--- src/rtl/bf16_pkg.sv ---
// bf16_pkg: shared FSM state type and constants for the bfloat16 FMA arbiter
package bf16_pkg;
    typedef enum logic [1:0] {IDLE, ISSUE, WAIT, RESP} state_t;
    localparam logic [15:0] BF16_QNAN = 16'h7FC0;
    localparam int DEF_DATA_W = 16;
    localparam int DEF_FLAG_W = 5;
endpackage

--- src/rtl/bf16_fma_arbiter_if.sv ---
// bf16_fma_arbiter_if: requester, response and FMA-core signals of the arbiter
// master = arbiter side (drives grants, responses, core issue); slave = requesters and core
interface bf16_fma_arbiter_if
    import bf16_pkg::*;
#(
    parameter int NUM_REQ = 2,
    parameter int DATA_W  = DEF_DATA_W,
    parameter int FLAG_W  = DEF_FLAG_W
);
    localparam int GW = $clog2(NUM_REQ);
    logic [NUM_REQ-1:0]        req_valid;
    logic [NUM_REQ-1:0]        req_ready;
    logic [NUM_REQ*DATA_W-1:0] req_a;
    logic [NUM_REQ*DATA_W-1:0] req_b;
    logic [NUM_REQ*DATA_W-1:0] req_c;
    logic [NUM_REQ-1:0]        rsp_valid;
    logic [NUM_REQ-1:0]        rsp_ready;
    logic [DATA_W-1:0]         rsp_data;
    logic [FLAG_W-1:0]         rsp_flags;
    logic                      rsp_timeout;
    logic                      fma_valid;
    logic                      fma_ready;
    logic [DATA_W-1:0]         fma_a;
    logic [DATA_W-1:0]         fma_b;
    logic [DATA_W-1:0]         fma_c;
    logic                      fma_done;
    logic [DATA_W-1:0]         fma_result;
    logic [FLAG_W-1:0]         fma_flags;
    logic                      busy;
    logic [GW-1:0]             grant_id;
    modport master (
        input  req_valid, req_a, req_b, req_c, rsp_ready, fma_ready, fma_done, fma_result, fma_flags,
        output req_ready, rsp_valid, rsp_data, rsp_flags, rsp_timeout, fma_valid, fma_a, fma_b, fma_c,
               busy, grant_id
    );
    modport slave (
        output req_valid, req_a, req_b, req_c, rsp_ready, fma_ready, fma_done, fma_result, fma_flags,
        input  req_ready, rsp_valid, rsp_data, rsp_flags, rsp_timeout, fma_valid, fma_a, fma_b, fma_c,
               busy, grant_id
    );
endinterface

--- src/rtl/rr_arbiter.sv ---
// rr_arbiter: combinational round-robin picker; scans last_grant+1, +2, ... mod NUM_REQ
// Ports: req (request vector), last_grant (previous winner), gnt (one-hot), idx (winner index)
module rr_arbiter #(
    parameter int NUM_REQ = 2,
    parameter int GW      = $clog2(NUM_REQ)
) (
    input  logic [NUM_REQ-1:0] req,
    input  logic [GW-1:0]      last_grant,
    output logic [NUM_REQ-1:0] gnt,
    output logic [GW-1:0]      idx
);
    logic [GW-1:0] j;
    // Walk from the farthest candidate to the nearest so the nearest set bit wins.
    always_comb begin
        gnt = '0;
        idx = '0;
        j   = '0;
        for (int i = NUM_REQ; i >= 1; i--) begin
            j = GW'((int'(last_grant) + i) % NUM_REQ);
            if (req[j]) begin
                gnt    = '0;
                gnt[j] = 1'b1;
                idx    = j;
            end
        end
    end
endmodule

--- src/rtl/bf16_fma_arbiter.sv ---
// bf16_fma_arbiter: shares one bfloat16 FMA core between NUM_REQ requesters, one op in flight
// Ports: clk; reset_n (async, active-low); bus (master modport): per-requester request/accept,
//        one-hot response with shared data/flags/timeout bus, core issue/done handshake, busy, grant_id
module bf16_fma_arbiter
    import bf16_pkg::*;
#(
    parameter int NUM_REQ = 2,
    parameter int DATA_W  = DEF_DATA_W,
    parameter int FLAG_W  = DEF_FLAG_W,
    parameter int TIMEOUT = 64
) (
    input logic                clk,
    input logic                reset_n,
    bf16_fma_arbiter_if.master bus
);
    localparam int GW = $clog2(NUM_REQ);
    localparam int CW = $clog2(TIMEOUT);
    state_t             state, state_n;
    logic [GW-1:0]      last_grant, gidx;
    logic [NUM_REQ-1:0] gnt;
    logic [CW-1:0]      wd;
    logic               timeout_hit;
    rr_arbiter #(.NUM_REQ(NUM_REQ), .GW(GW)) u_rr (
        .req       (bus.req_valid),
        .last_grant(last_grant),
        .gnt       (gnt),
        .idx       (gidx)
    );
    assign timeout_hit   = wd == CW'(TIMEOUT - 1);
    // Gated by reset_n so no accept pulse leaks while reset is held with requests pending.
    assign bus.req_ready = (state == IDLE && reset_n) ? gnt : '0;
    assign bus.rsp_valid = (state == RESP) ? NUM_REQ'(1) << bus.grant_id : '0;
    assign bus.fma_valid = state == ISSUE;
    assign bus.busy      = state != IDLE;
    always_comb begin
        state_n = state;
        case (state)
            IDLE:    state_n = |bus.req_valid ? ISSUE : IDLE;
            ISSUE:   state_n = bus.fma_ready ? WAIT : ISSUE;
            WAIT:    state_n = (bus.fma_done || timeout_hit) ? RESP : WAIT;
            RESP:    state_n = bus.rsp_ready[bus.grant_id] ? IDLE : RESP;
            default: state_n = IDLE;
        endcase
    end
    always_ff @(posedge clk or negedge reset_n) begin
        if (!reset_n) begin
            state           <= IDLE;
            last_grant      <= GW'(NUM_REQ - 1);
            wd              <= '0;
            bus.grant_id    <= '0;
            bus.fma_a       <= '0;
            bus.fma_b       <= '0;
            bus.fma_c       <= '0;
            bus.rsp_data    <= '0;
            bus.rsp_flags   <= '0;
            bus.rsp_timeout <= 1'b0;
        end else begin
            state <= state_n;
            if (state == IDLE && |bus.req_valid) begin
                bus.grant_id <= gidx;
                bus.fma_a    <= bus.req_a[gidx*DATA_W +: DATA_W];
                bus.fma_b    <= bus.req_b[gidx*DATA_W +: DATA_W];
                bus.fma_c    <= bus.req_c[gidx*DATA_W +: DATA_W];
            end
            // Held at zero throughout ISSUE so WAIT always starts from a fresh count.
            if (state == ISSUE) wd <= '0;
            if (state == WAIT) begin
                wd <= wd + 1'b1;
                if (bus.fma_done) begin
                    bus.rsp_data    <= bus.fma_result;
                    bus.rsp_flags   <= bus.fma_flags;
                    bus.rsp_timeout <= 1'b0;
                end else if (timeout_hit) begin
                    bus.rsp_data    <= DATA_W'(BF16_QNAN);
                    bus.rsp_flags   <= '0;
                    bus.rsp_timeout <= 1'b1;
                end
            end
            if (state == RESP && bus.rsp_ready[bus.grant_id]) last_grant <= bus.grant_id;
        end
    end
endmodule

--- src/flat_wrapper.sv ---
// flat-port wrapper written by rule: the top's interface ports become plain ports
module bf16_fma_arbiter_flat import bf16_pkg::*;
#(
    parameter int NUM_REQ = 2,
    parameter int DATA_W  = DEF_DATA_W,
    parameter int FLAG_W  = DEF_FLAG_W,
    parameter int TIMEOUT = 64
)
  (clk, reset_n, bus_req_valid, bus_req_a, bus_req_b, bus_req_c, bus_rsp_ready, bus_fma_ready, bus_fma_done, bus_fma_result, bus_fma_flags, bus_req_ready, bus_rsp_valid, bus_rsp_data, bus_rsp_flags, bus_rsp_timeout, bus_fma_valid, bus_fma_a, bus_fma_b, bus_fma_c, bus_busy, bus_grant_id);
  bf16_fma_arbiter_if #(.NUM_REQ(NUM_REQ), .DATA_W(DATA_W), .FLAG_W(FLAG_W)) bus_i ();
  input logic clk;
  input logic reset_n;
  input wire logic [$bits(bus_i.req_valid)-1:0] bus_req_valid;
  input wire logic [$bits(bus_i.req_a)-1:0] bus_req_a;
  input wire logic [$bits(bus_i.req_b)-1:0] bus_req_b;
  input wire logic [$bits(bus_i.req_c)-1:0] bus_req_c;
  input wire logic [$bits(bus_i.rsp_ready)-1:0] bus_rsp_ready;
  input wire logic [$bits(bus_i.fma_ready)-1:0] bus_fma_ready;
  input wire logic [$bits(bus_i.fma_done)-1:0] bus_fma_done;
  input wire logic [$bits(bus_i.fma_result)-1:0] bus_fma_result;
  input wire logic [$bits(bus_i.fma_flags)-1:0] bus_fma_flags;
  output wire logic [$bits(bus_i.req_ready)-1:0] bus_req_ready;
  output wire logic [$bits(bus_i.rsp_valid)-1:0] bus_rsp_valid;
  output wire logic [$bits(bus_i.rsp_data)-1:0] bus_rsp_data;
  output wire logic [$bits(bus_i.rsp_flags)-1:0] bus_rsp_flags;
  output wire logic [$bits(bus_i.rsp_timeout)-1:0] bus_rsp_timeout;
  output wire logic [$bits(bus_i.fma_valid)-1:0] bus_fma_valid;
  output wire logic [$bits(bus_i.fma_a)-1:0] bus_fma_a;
  output wire logic [$bits(bus_i.fma_b)-1:0] bus_fma_b;
  output wire logic [$bits(bus_i.fma_c)-1:0] bus_fma_c;
  output wire logic [$bits(bus_i.busy)-1:0] bus_busy;
  output wire logic [$bits(bus_i.grant_id)-1:0] bus_grant_id;
  assign bus_i.req_valid = bus_req_valid;
  assign bus_i.req_a = bus_req_a;
  assign bus_i.req_b = bus_req_b;
  assign bus_i.req_c = bus_req_c;
  assign bus_i.rsp_ready = bus_rsp_ready;
  assign bus_i.fma_ready = bus_fma_ready;
  assign bus_i.fma_done = bus_fma_done;
  assign bus_i.fma_result = bus_fma_result;
  assign bus_i.fma_flags = bus_fma_flags;
  assign bus_req_ready = bus_i.req_ready;
  assign bus_rsp_valid = bus_i.rsp_valid;
  assign bus_rsp_data = bus_i.rsp_data;
  assign bus_rsp_flags = bus_i.rsp_flags;
  assign bus_rsp_timeout = bus_i.rsp_timeout;
  assign bus_fma_valid = bus_i.fma_valid;
  assign bus_fma_a = bus_i.fma_a;
  assign bus_fma_b = bus_i.fma_b;
  assign bus_fma_c = bus_i.fma_c;
  assign bus_busy = bus_i.busy;
  assign bus_grant_id = bus_i.grant_id;
  bf16_fma_arbiter #(.NUM_REQ(NUM_REQ), .DATA_W(DATA_W), .FLAG_W(FLAG_W), .TIMEOUT(TIMEOUT)) u_core (.clk(clk), .reset_n(reset_n), .bus(bus_i));
endmodule
--- config.mk ---
export PLATFORM = sky130hd
export DESIGN_NAME = bf16_fma_arbiter_flat
export DESIGN_NICKNAME = d
export VERILOG_FILES = /design/src/rtl/bf16_pkg.sv /design/src/rtl/bf16_fma_arbiter_if.sv /design/src/rtl/rr_arbiter.sv /design/src/rtl/bf16_fma_arbiter.sv /design/src/flat_wrapper.sv
export SDC_FILE = /design/constraint.sdc
export NUM_CORES = 1
export LEC_CHECK = 0
export CAP_MARGIN = 40
export CORE_ASPECT_RATIO = 1.25
export CORE_MARGIN = 2
export CORE_UTILIZATION = 36
export CTS_BUF_LIST = sky130_fd_sc_hd__clkbuf_8
export DETAILED_ROUTE_END_ITERATION = 10
export HOLD_SLACK_MARGIN = 0.05
export PLACE_DENSITY = 0.88
export SYNTH_ARGS = -nofsm -noshare
export SYNTH_HDL_FRONTEND = slang
export SYNTH_SLANG_ARGS = --single-unit
--- constraint.sdc ---
create_clock -name clk -period 1.59 [get_ports clk]
set_input_delay 0.318 -clock clk [delete_from_list [all_inputs] [get_ports clk]]
set_output_delay 0.318 -clock clk [all_outputs]
set_load 0.05 [all_outputs]
# [Word level (Yosys, flattened, before mapping)]
# Index checks and enable logic that the tools add are counted.
[classes] add_sub_neg=3 n_lt_le_gt_ge=5 eq_ne=4 shifts=4 muxes=29 n_reduce_logical=12
[ops] operator="$shiftx A32 B6 Y16" n=3
[ops] operator="$mux W16" n=2
[ops] operator="$mux W1" n=14
[ops] operator="$mux W2" n=6
[ops] operator="$mux W6" n=2
[ops] operator="$mux W5" n=2
[ops] operator="$pmux W2 S4" n=1
[ops] operator="$add A6 B1 Y6 const B" n=1
[ops] operator="$eq A6 B6 Y1 const B" n=1
[ops] operator="$lt A1 B2 Y1 const B" n=3
[ops] operator="$reduce_bool A2 Y1" n=3
[ops] operator="$logic_and A1 B1 Y1" n=5
[ops] operator="$eq A2 B2 Y1 const B" n=2
[ops] operator="$add A1 B1 Y1 const B" n=2
[ops] operator="$demux W1 S1" n=2
[ops] operator="$eq A2 B1 Y1 const B" n=1
[ops] operator="$ge A1 B1 Y1 const B" n=2
[ops] operator="$logic_not A2 Y1" n=1
[ops] operator="$reduce_and A2 Y1" n=1
[ops] operator="$reduce_or A2 Y1" n=1
[ops] operator="$shl A1 B1 Y2 const A" n=1
[ops] operator="$logic_or A1 B1 Y1" n=1
[totals] reg_bits=80 output_inout_bits=77 wordCells=67

# [Longest topological paths before layout]
[logic_depth] word_depth=8 ltp_mapped=7

# [Modules after synthesis]
# From an unflattened synthesis, not the netlist that was laid out.
[hier_totals] cells_unflattened=359 hier_area_um2=3721.1
[by_module_without_submodules] mod="bf16_fma_arbiter" n_inst=1 cells_each=355 area_each_um2=3694.8 seq_area_each_um2=2003.2
[by_module_without_submodules] mod="rr_arbiter" n_inst=1 cells_each=4 area_each_um2=26.3 seq_area_each_um2=0.0

# [Least setup slack after synthesis]
# OpenSTA, ideal clock, no wires.
[synth_timing] kind="flip-flop to output port" start="register u_core.state[0]" end="output port bus_req_ready[0]" t_arrival_ps=1541 t_required_ps=1272 setup_slack_ps=-269 path_stages_with_launch=5 n_path_buf=0 path_cell_list="dfrtp_1 -> inv_1 -> ha_1 -> nand3_1 -> a21oi_1"
[synth_between] elab_chain_cells=3
[synth_rtl] item="start, declared" line_no="bf16_fma_arbiter.sv:18" text="state_t state, state_n;"
[synth_rtl] item="start signal, assigned" line_no="bf16_fma_arbiter.sv:58" text="state <= state_n;"
[synth_rtl] item="$logic_not A2 Y1" line_no="bf16_fma_arbiter.sv:31" text="assign bus.req_ready = (state == IDLE && reset_n) ? gnt : '0;"
[synth_rtl] item="$logic_and A1 B1 Y1" line_no="bf16_fma_arbiter.sv:31"
[synth_rtl] item="$mux W2" line_no="bf16_fma_arbiter.sv:31"
[synth_rtl] item="end, declared" line_no="flat_wrapper.sv:22" text="output wire logic [$bits(bus_i.req_ready)-1:0] bus_req_ready;"
# No other way between the ends.

# [Worst setup path after layout]
[layout_timing] start="input port bus_req_valid[1]" end="output port bus_req_ready[1]"
[layout_between] elab_chain_cells=5 elab_cells_between_ends=7
[layout_rtl] item="start, declared" line_no="flat_wrapper.sv:13" text="input wire logic [$bits(bus_i.req_valid)-1:0] bus_req_valid;"
[layout_rtl] item="$mux W1 (implied by the code) (2 in a row)" line_no="rr_arbiter.sv:20" text="if (req[j]) begin"
[layout_rtl] item="$mux W2" line_no="rr_arbiter.sv:20"
[layout_rtl] item="$mux W2 (*)" line_no="rr_arbiter.sv:20"
[layout_rtl] item="$mux W2 (*)" line_no="bf16_fma_arbiter.sv:31"
# Mark *: on every way between the ends. The rest lies on a longest branch, timed or not. The select of a mux whose other input is x is not followed.

==> impl_metrics.csv <==
group,metric,value,unit
drt,dr.pass1.iters,4,
pwr,ir_worst_vdd,0.001269,V
finish,drive_above_1_share,28.57,%
sta,finalMaxSlewViolations,0,
critical_path,critPathKind,"primary input to output pin",
critical_path,start_kind,"primary input",
finish,final-seq-area,2003,µm²
synthesis,ys_seq_area_share,54.38,%
clock_tree,clock-sinks,80,
drt,routed_via_density,4.905,
die,coreArea,10050,µm²
clock_tree,worst_skew_pair.late_latency,0.35,ns
pwr,leakage,3.050,nW
sta,hold_violations,0,
finish,final_net_count,721,
clock_tree,clockRootBuffer,"clkbuf_8",
placement,dp_hpwl,7.891,mm
clock_tree,clk_pin_slew,0.08,ns
drt,drt_iter0_markers,118,
synthesis,yosysTopAreaCell,"dfrtp_1",
pwr,powerDensity,2018,nW/µm²
die,io_pins,202,
finish,multi_input_area,1762,µm²
worst_hold_path,hold_class,"primary input to asynchronous set/reset pin",
pwr,p_sw,6.550,mW
synthesis,ys_ff_latch,80,
sta,fin_skew,0.01454,ns
pwr,switching_share,49.68,%
sta,period_minus_slack,1.744,ns
finish,final_cell_mix,"clkdlybuf4s50_1 (123), buf_4 (79), dfrtp_1 (79), nand2_1 (69), o21ai_0 (52)",
pwr,clkPwrFrac,10.8,%
critical_path,arrival,1.43,ns
synthesis,yosysUniqueCellTypes,30,
run,cap_violations,0,
synthesis,yosysWarningCount,0,
sta,rsz0062_at_grt,"yes",
finish,areaGrowthSynthToFinish,77.38,%
sta,worstMarginPinSlew,0.4056,ns
sta,max_freq,573.4,MHz
critical_path,path_max_fanout,2,
critical_path,worstSetupEndpointType,"output pin",
clock_tree,cts_tree,"built",
drt,wirelength,11.76,mm
global_route,antenna_found_initial,0,
pwr,p_int,6.634,mW
finish,fin_util,64.98,%
clock_tree,htree_num_levels,3,
clock_tree,clockBufferDepth,2,
global_route,grt_pass1_wl,15.79,mm
sta,fin_ws,-0.1539,ns
synthesis,synthTopCellsByArea,"dfrtp_1 (54%), mux2i_1 (14%), o21ai_0 (8.6%)",
global_route,grtUsageTotal,18.33,%
placement,port_buffers,201,
synthesis,syn_inst,370,
die,die_w,94.48,µm
synthesis,avgSynthCellArea,9.955,µm²
sta,period_share,109.7,%
die,row_count,41,
drt,drt-wirelength-per-cell,16.24,µm
pwr,combPwrFrac,61.6,%
drt,ant_nets,0,
finish,final_common_cell,"clkdlybuf4s50_1",
synthesis,synth_area,3684,µm²
clock_tree,cts_buffers,9,
die,die-area,11060,µm²
pwr,power_frac_seq,27.6,%
outcome,status,"finished with violations",
global_route,grt_pass1_vias,3495,
placement,gp_congestion,0.7998,
die,die_height,117.1,µm
drt,num_vias,3551,
synthesis,synth.top_cell.area_share,53.67,%
global_route,grt_max_degree,76,
sta,setup_viol,20,
finish,num_antenna_cells,0,
drt,drc_errors,0,
global_route,grt_overflow,0,
critical_path,cp.required,1.27,ns
outcome,failed_checks,"negative setup slack",
sta,relSlewSlack,72.96,%
placement,post-place-ws,-0.2659,ns
die,start_util,36.64,%
finish,fillers,729,
synthesis,synthesis.nets,501,
## sequential cells by signal, indices dropped and copies added, names as in the netlist
name                    flops
u_core.bus.fma_b           16
u_core.bus.rsp_data        16
u_core.bus.fma_c           16
u_core.bus.fma_a           16
u_core.bus.rsp_timeout      1
u_core.last_grant           1
u_core.wd                   6
u_core.bus.rsp_flags        5
u_core.state                2
u_core.bus.grant_id         1
## cell families after synthesis
logic type      after synthesis  synth area share [%]
compound gates               85                 12.02
xor+xnor                      1                0.2378
fa+ha+maj                     6                 2.038
buf+inv                      30                 4.552
flops                        80                 54.38
mux                          51                 13.86
simple gates                117                 12.91
## per-stage QoR
stage | hold slack [ns] | cells | instance area, µm² | TNS (ns) | total power [mW]
5_1_grt | 0.4253 | 724 | 6534 | -2.662 | 13.87
4_1_cts | 0.3851 | 716 | 6205 | -0.7415 | 12.86
3_3_place_gp | 0.1473 | 691 | 5893 | -6.132 | 11.02
6_report | 0.4214 | 724 | 6534 | -1.368 | 13.18
2_1_floorplan | 0.02241 | 370 | 3691 | 0 | 8.257
3_5_place_dp | 0.1502 | 691 | 5893 | -9.893 | 11.23
## worst max-delay path, stage by stage
cell and delay [ns]:
clkdlybuf4s50_1 0.53, a21boi_4 0.21, and3_2 0.22, buf_12 0.14
## Yosys cell counts (all sizes together)
master,count
nand2,80
dfrtp,79
o21ai,64
mux2i,51
nor2,21
a21oi,15
buf,14
clkbuf,9
inv,7
ha,6
nand3,3
nor2b,3
and2,2
nor3,2
or3,2
a21boi,1
a22o,1
a32oi,1
and2b,1
and3,1
dfstp,1
nand2b,1
nand4,1
o21a,1
o22ai,1
o2bb2ai,1
xor2,1
## path summary, 6_finish.rpt
kind / startpoint / end / slack [ns] / depth (start not counted)
setup / recovery: bus_req_valid[1] / bus_req_ready[1] / -0.15 / 4
max in group asynchronous: reset_n / u_core.last_grant / 0.54 / 3
min in group clk: u_core.bus.fma_c[8] / u_core.bus.fma_c[8] / 0.49 / 2
hold / removal: reset_n / u_core.bus.fma_c[14] / 0.42 / 2
setup reg to reg: u_core.state[0] / u_core.bus.rsp_data[8] / -0.12 / 8
hold reg to reg: u_core.bus.fma_c[8] / u_core.bus.fma_c[8] / 0.49 / 2
## repair_timing
item,CTS,global route
endpoints found under the hold margin,5,0
setup endpoints to repair,6,28
cloned,0,6
buffers inserted,7,4
hold buffers,2,0
gates resized for setup,15,64
pin swaps,2,8
## final cells by class
| type | count | area share (%) |
|---|---|---|
| Sequential cell | 80 | 30.66 |
| Inverter | 7 | 0.4021 |
| Clock buffer | 9 | 1.896 |
| Timing Repair Buffer | 232 | 36.63 |
| Clock inverter | 7 | 0.9766 |
| Tap cell | 129 | 2.470 |
| Multi-Input combinational cell | 260 | 26.96 |
## layer usage
metal,GRT usage [%],vias to the layer above,wire length (µm)
met5,0,-,0
met4,5.797,0,222
met3,6.082,18,957
met2,34.05,169,6430
met1,19.59,1671,4150
li1,-,1693,-
## power groups by stage
stage               Sequential [mW]  Combinational, mW  Clock (mW)
floorplan                      6.55               1.71           0
global route                   3.73               8.58        1.56
global placement               3.59               7.43           0
finish                         3.64               8.12        1.42
CTS                            3.62               7.77        1.47
detailed placement             3.63               7.59           0
(Power assumes the default switching activity.)
